==> config.mk <==
export PLATFORM = sky130hd
export DESIGN_NAME = vga_timing_gen
export DESIGN_NICKNAME = d
export VERILOG_FILES = /design/src/rtl/vga_timing_gen.sv
export SDC_FILE = /design/constraint.sdc
export NUM_CORES = 1
export LEC_CHECK = 0
export ABC_CLOCK_PERIOD_IN_PS = 3000
export BUFFER_PORTS_ARGS = -buffer_cell sky130_fd_sc_hd__buf_4
export CAP_MARGIN = 20
export CORE_ASPECT_RATIO = 0.6
export CORE_UTILIZATION = 40
export DETAILED_ROUTE_END_ITERATION = 10
export GPL_TIMING_DRIVEN = 1
export PLACE_DENSITY = 0.72
export SYNTH_ARGS = -nofsm -noshare
export SYNTH_HDL_FRONTEND = slang
export SYNTH_SLANG_ARGS = --single-unit
==> constraint.sdc <==
create_clock -name clk -period 3 [get_ports clk]
set_clock_uncertainty 0.05 [all_clocks]
set_input_delay 0.9 -clock clk [delete_from_list [all_inputs] [get_ports clk]]
set_output_delay 0.9 -clock clk [all_outputs]
set_load 0.01 [all_outputs]
==> src/rtl/vga_timing_gen.sv <==
// VGA raster timing: pixel clock enable, x/y counters, registered sync/active decode.
// Define VGA_TIMING_FRAME_COUNT_EN to build the frame counter; otherwise frame_count is 0.
module vga_timing_gen #(
    parameter int unsigned CLK_DIV  = 1,
    parameter int unsigned H_ACTIVE = 640,
    parameter int unsigned H_FP     = 16,
    parameter int unsigned H_SYNC   = 96,
    parameter int unsigned H_BP     = 48,
    parameter int unsigned V_ACTIVE = 480,
    parameter int unsigned V_FP     = 10,
    parameter int unsigned V_SYNC   = 2,
    parameter int unsigned V_BP     = 33,
    parameter bit          SYNC_POL = 1'b0
) (
    input  logic        clk,
    input  logic        reset_n,
    output logic        pix_ce,
    output logic [9:0]  x,
    output logic [9:0]  y,
    output logic        active,
    output logic        hsync,
    output logic        vsync,
    output logic        hsync_pin,
    output logic        vsync_pin,
    output logic        line_start,
    output logic        frame_start,
    output logic [15:0] frame_count
);

    localparam int unsigned H_TOTAL = H_ACTIVE + H_FP + H_SYNC + H_BP;
    localparam int unsigned V_TOTAL = V_ACTIVE + V_FP + V_SYNC + V_BP;

    if (H_TOTAL > 1024 || V_TOTAL > 1024) begin : g_total_check
        $error("vga_timing_gen: H_TOTAL and V_TOTAL must not exceed 1024");
    end
    if (CLK_DIV == 0 || CLK_DIV > 16) begin : g_div_check
        $error("vga_timing_gen: CLK_DIV must be in 1..16");
    end

    localparam logic [3:0]  DIV_LAST = 4'(CLK_DIV - 1);
    localparam logic [9:0]  X_LAST   = 10'(H_TOTAL - 1);
    localparam logic [9:0]  Y_LAST   = 10'(V_TOTAL - 1);
    localparam logic [10:0] H_ACT    = 11'(H_ACTIVE);
    localparam logic [10:0] HS_ON    = 11'(H_ACTIVE + H_FP);
    localparam logic [10:0] HS_OFF   = 11'(H_ACTIVE + H_FP + H_SYNC);
    localparam logic [10:0] V_ACT    = 11'(V_ACTIVE);
    localparam logic [10:0] VS_ON    = 11'(V_ACTIVE + V_FP);
    localparam logic [10:0] VS_OFF   = 11'(V_ACTIVE + V_FP + V_SYNC);

    logic [3:0] div_q, div_d;
    logic [9:0] x_q, x_d, y_q, y_d;
    logic       tick;
    logic       pix_ce_q, active_q, hsync_q, vsync_q, line_start_q, frame_start_q;
    logic       active_d, hsync_d, vsync_d, line_start_d, frame_start_d;

    always_comb begin
        tick  = (div_q == DIV_LAST);
        div_d = tick ? 4'd0 : div_q + 4'd1;
        x_d   = x_q;
        y_d   = y_q;
        if (tick) begin
            if (x_q == X_LAST) begin
                x_d = '0;
                y_d = (y_q == Y_LAST) ? 10'd0 : y_q + 10'd1;
            end else begin
                x_d = x_q + 10'd1;
            end
        end
        // Decode from next-state counters so the registered flags line up with x/y.
        active_d      = ({1'b0, x_d} < H_ACT) && ({1'b0, y_d} < V_ACT);
        hsync_d       = ({1'b0, x_d} >= HS_ON) && ({1'b0, x_d} < HS_OFF);
        vsync_d       = ({1'b0, y_d} >= VS_ON) && ({1'b0, y_d} < VS_OFF);
        line_start_d  = tick && (x_d == 10'd0);
        frame_start_d = line_start_d && (y_d == 10'd0);
    end

    // Reset parks on the last pixel of a frame so the first tick lands on (0,0).
    always_ff @(posedge clk or negedge reset_n) begin
        if (!reset_n) begin
            div_q         <= '0;
            x_q           <= X_LAST;
            y_q           <= Y_LAST;
            pix_ce_q      <= 1'b0;
            active_q      <= 1'b0;
            hsync_q       <= 1'b0;
            vsync_q       <= 1'b0;
            line_start_q  <= 1'b0;
            frame_start_q <= 1'b0;
        end else begin
            div_q         <= div_d;
            x_q           <= x_d;
            y_q           <= y_d;
            pix_ce_q      <= tick;
            active_q      <= active_d;
            hsync_q       <= hsync_d;
            vsync_q       <= vsync_d;
            line_start_q  <= line_start_d;
            frame_start_q <= frame_start_d;
        end
    end

    assign pix_ce      = pix_ce_q;
    assign x           = x_q;
    assign y           = y_q;
    assign active      = active_q;
    assign hsync       = hsync_q;
    assign vsync       = vsync_q;
    assign hsync_pin   = hsync_q ^ ~SYNC_POL;
    assign vsync_pin   = vsync_q ^ ~SYNC_POL;
    assign line_start  = line_start_q;
    assign frame_start = frame_start_q;

`ifdef VGA_TIMING_FRAME_COUNT_EN
    logic [15:0] fcount_q;
    logic        first_seen_q;

    // The first frame_start after reset only arms the counter.
    always_ff @(posedge clk or negedge reset_n) begin
        if (!reset_n) begin
            fcount_q     <= '0;
            first_seen_q <= 1'b0;
        end else if (frame_start_d) begin
            if (first_seen_q) begin
                fcount_q <= fcount_q + 16'd1;
            end
            first_seen_q <= 1'b1;
        end
    end

    assign frame_count = fcount_q;
`else
    assign frame_count = 16'd0;
`endif

endmodule

==> metrics.md <==
| Metric | Value |
|---|---|
| Final setup fails | `0` |
| Pwr Total | `759 uW` |
| Via density | `5.41` |
| Mapped Area | `2020 um2` |
| Worst Hold Class | `reg -> reg` |
| H-tree depth | `2` |
| Largest net degree at the start of global routing | `31` |
| Clock Pin Slew Worst Setup and Hold Paths | `0.06 ns` |
| Gpl congestion | `0.875` |
| Area Overhead vs Synth | `12.7%` |
| Maximum clock path buffer count | `2` |
| Rows | `19` |
| Tcrit/Tclk final | `0.898` |
| Commonest cells after routing, fill and taps aside | `buf_4 (31), dfrtp_1 (20), nand2_1 (19), inv_1 (16), conb_1 (16)` |
| # IOs | `46` |
| Max VDD drop | `0.155 mV` |
| Final-report hold violation count | `0` |
| Number of flops mapped to enable cells by yosys | `0` |
| Residual DRC | `0` |
| Asr flop ratio synth | `1.00` |
| Effective utilization at floorplan | `0.428` |
| WHS Path Cells | `1` |
| Leak | `1.05 nW` |
| Post-CTS sizing | `0` |
| Final core occ | `0.482` |
| DR pass1 iterations | `5` |
| Cells after synthesis | `217` |
| Max-slew violation count | `0` |
| FF-to-FF End | `frame_start` |
| Final HPWL DP | `3320 um` |
| Synthesized flop and latch total | `30` |
| Filler cell count | `463` |
| Root Buffer | `clkbuf_8` |
| Post-layout min period | `2.69 ns` |
| Status | `finished, final reports clean` |
| Synth warn | `0` |
| Hold Path Sink | `div_q[3]` |
| Die extent in x | `93.6 um` |
| Grt total ovfl | `0` |
| Top_reg_cell synth | `dfrtp_1` |
| Port Buffers | `29` |
| Crit path DAT | `2.83 ns` |
| Die Area | `5340 um2` |
| Sink Count | `30` |
| Inserted Clock Buffers | `5` |
| Setup TNS | `0 ns` |
| Commonest non-fill, non-tap cell in the layout | `buf_4` |
| Post-Route WL | `4490 um` |
| Detail Route Antenna Nets | `0` |
| Crit Path Max Fanout | `6` |
| Unrepaired setup endpoints after global routing | `false` |
| Fin cells | `308` |
| CTS hold repair buffers | `0` |
| Hold_sp | `div_q[3]` |
| Core Area | `4710 um2` |
| Max_cap viols | `0` |
| Initial DRC Count | `216` |
| Synth top area share | `0.248` |
| Seq/Total Area, Yosys | `0.379` |
| GRT Overall Usage | `0.187` |
| Synth cell types | `56` |
| Syn avg cell area | `9.29 um2` |
| Layout cells sized above 1 | `0.261` |
| Vias in the first global route | `1,357` |
| Initial antenna violation count | `0` |
| Fin nets | `251` |
| TritonCTS clock tree | `built` |
| PD cells | `334 nW/um2` |
| Drt wl/cell | `14.6 um` |
| Ant. Diodes | `0` |
| F_max | `371 MHz` |
| Cell taking the most area after synthesis | `dfrtp_1` |
| Postcts setup bufs | `0` |
| R2r setup slk | `0.31 ns` |
| Worst setup SP type | `register` |
| Skew-Pair Late Insertion Delay | `0.28 ns` |
| Number of instances in the placed design | `300` |
| Top cells by area, synth | `dfrtp_1 (25%), dfstp_2 (13%), buf_4 (6.3%)` |
| CP Capture Type | `register` |
| Vias after detailed routing | `1,667` |
| Reg2Reg Depth | `8` |
| Type of the worst setup path | `reg -> reg` |
| First-pass GRT wire length | `7330 um` |
| Chip Height | `57.0 um` |
| CP Data Required Time | `3.13 ns` |
| R2r startpoint | `div_q[0]` |
## worst max-delay path: stages, from the launching register on
cell and delay (ns):
dfrtp_1 0.41, inv_1 0.07, ha_1 0.15, or3b_1 0.46, nor4_1 0.36, xnor2_1 0.17, nor2_2 0.07, or4_1 0.57
nor4_2 0.29
## synth_stat cells (6+ instances only)
cell and instances:
buf_4 17, inv_1 16, and3_1 6, dfstp_2 10
nor3_1 6, o21ai_0 9, nand2_1 19, nand3_1 14
a21oi_1 7, nor2_1 7, xnor2_1 8, dfrtp_1 20
## metal layers
metal / GRT usage / wire [um] / up-vias
met1: 0.322 / 2430 / 771
li1: - / - / 795
met2: 0.209 / 1550 / 93
met4: 0.0593 / 55 / 0
met5: 0 / 0 / -
met3: 0.0520 / 446 / 8
## area by class of cell
class                   count  area, um2  area share
flip-flops and latches     30        763       0.336
well taps                  63       78.8      0.0347
inverters                  18       67.6      0.0298
repair buffers             31        233       0.102
clock buffers               8       90.1      0.0397
multi-input cells         158       1040       0.457
## sequential cells by signal, indices dropped and copies added, names as in the netlist
| signal | cells |
|---|---|
| active | 1 |
| div_q | 4 |
| frame_start | 1 |
| hsync | 1 |
| line_start | 1 |
| pix_ce | 1 |
| vsync | 1 |
| x | 10 |
| y | 10 |
## through the flow
step / hold slack [ns] / cell area (um2) / setup slack, ns
6_report: 0.438 / 2270 / 0.305
5_1_grt: 0.454 / 2270 / 0.0426
4_1_cts: 0.443 / 2270 / 0.274
3_5_place_dp: 0.434 / 2180 / 0.270
3_3_place_gp: 0.419 / 2180 / 0.410
2_1_floorplan: 0.401 / 2070 / 0.473
## cell families (layout without fill, tap and decap cells)
kind of cell,after synthesis,after routing,share of synthesized area
AND/OR/NAND/NOR,77,77,0.233
flip-flops,30,30,0.379
buffers and inverters,44,57,0.134
multiplexers,1,1,0.00497
other,1,16,0.00186
XOR/XNOR,15,15,0.0726
AO/OA/AOI/OAI,44,44,0.144
adder cells (fa/ha/maj),5,5,0.0310
## power breakdown
part	internal, mW	switching, mW	leakage (nW)
Sequential	0.405	0	0.368
Clock	0.187	0.149	0.0455
Combinational	0.000884	0.0165	0.633
## worst max-delay path by stage
stage / from / cells past startpoint / slack (ns) / to
after global routing: div_q[0] / 8 / 0.04 / frame_start
final: div_q[0] / 8 / 0.31 / frame_start
after global placement: div_q[0] / 8 / 0.41 / frame_start
after detailed placement: div_q[0] / 8 / 0.27 / frame_start
after CTS: div_q[0] / 8 / 0.27 / frame_start
after floorplan: div_q[0] / 9 / 0.47 / frame_start
Power figures use the tool's default switching activity.
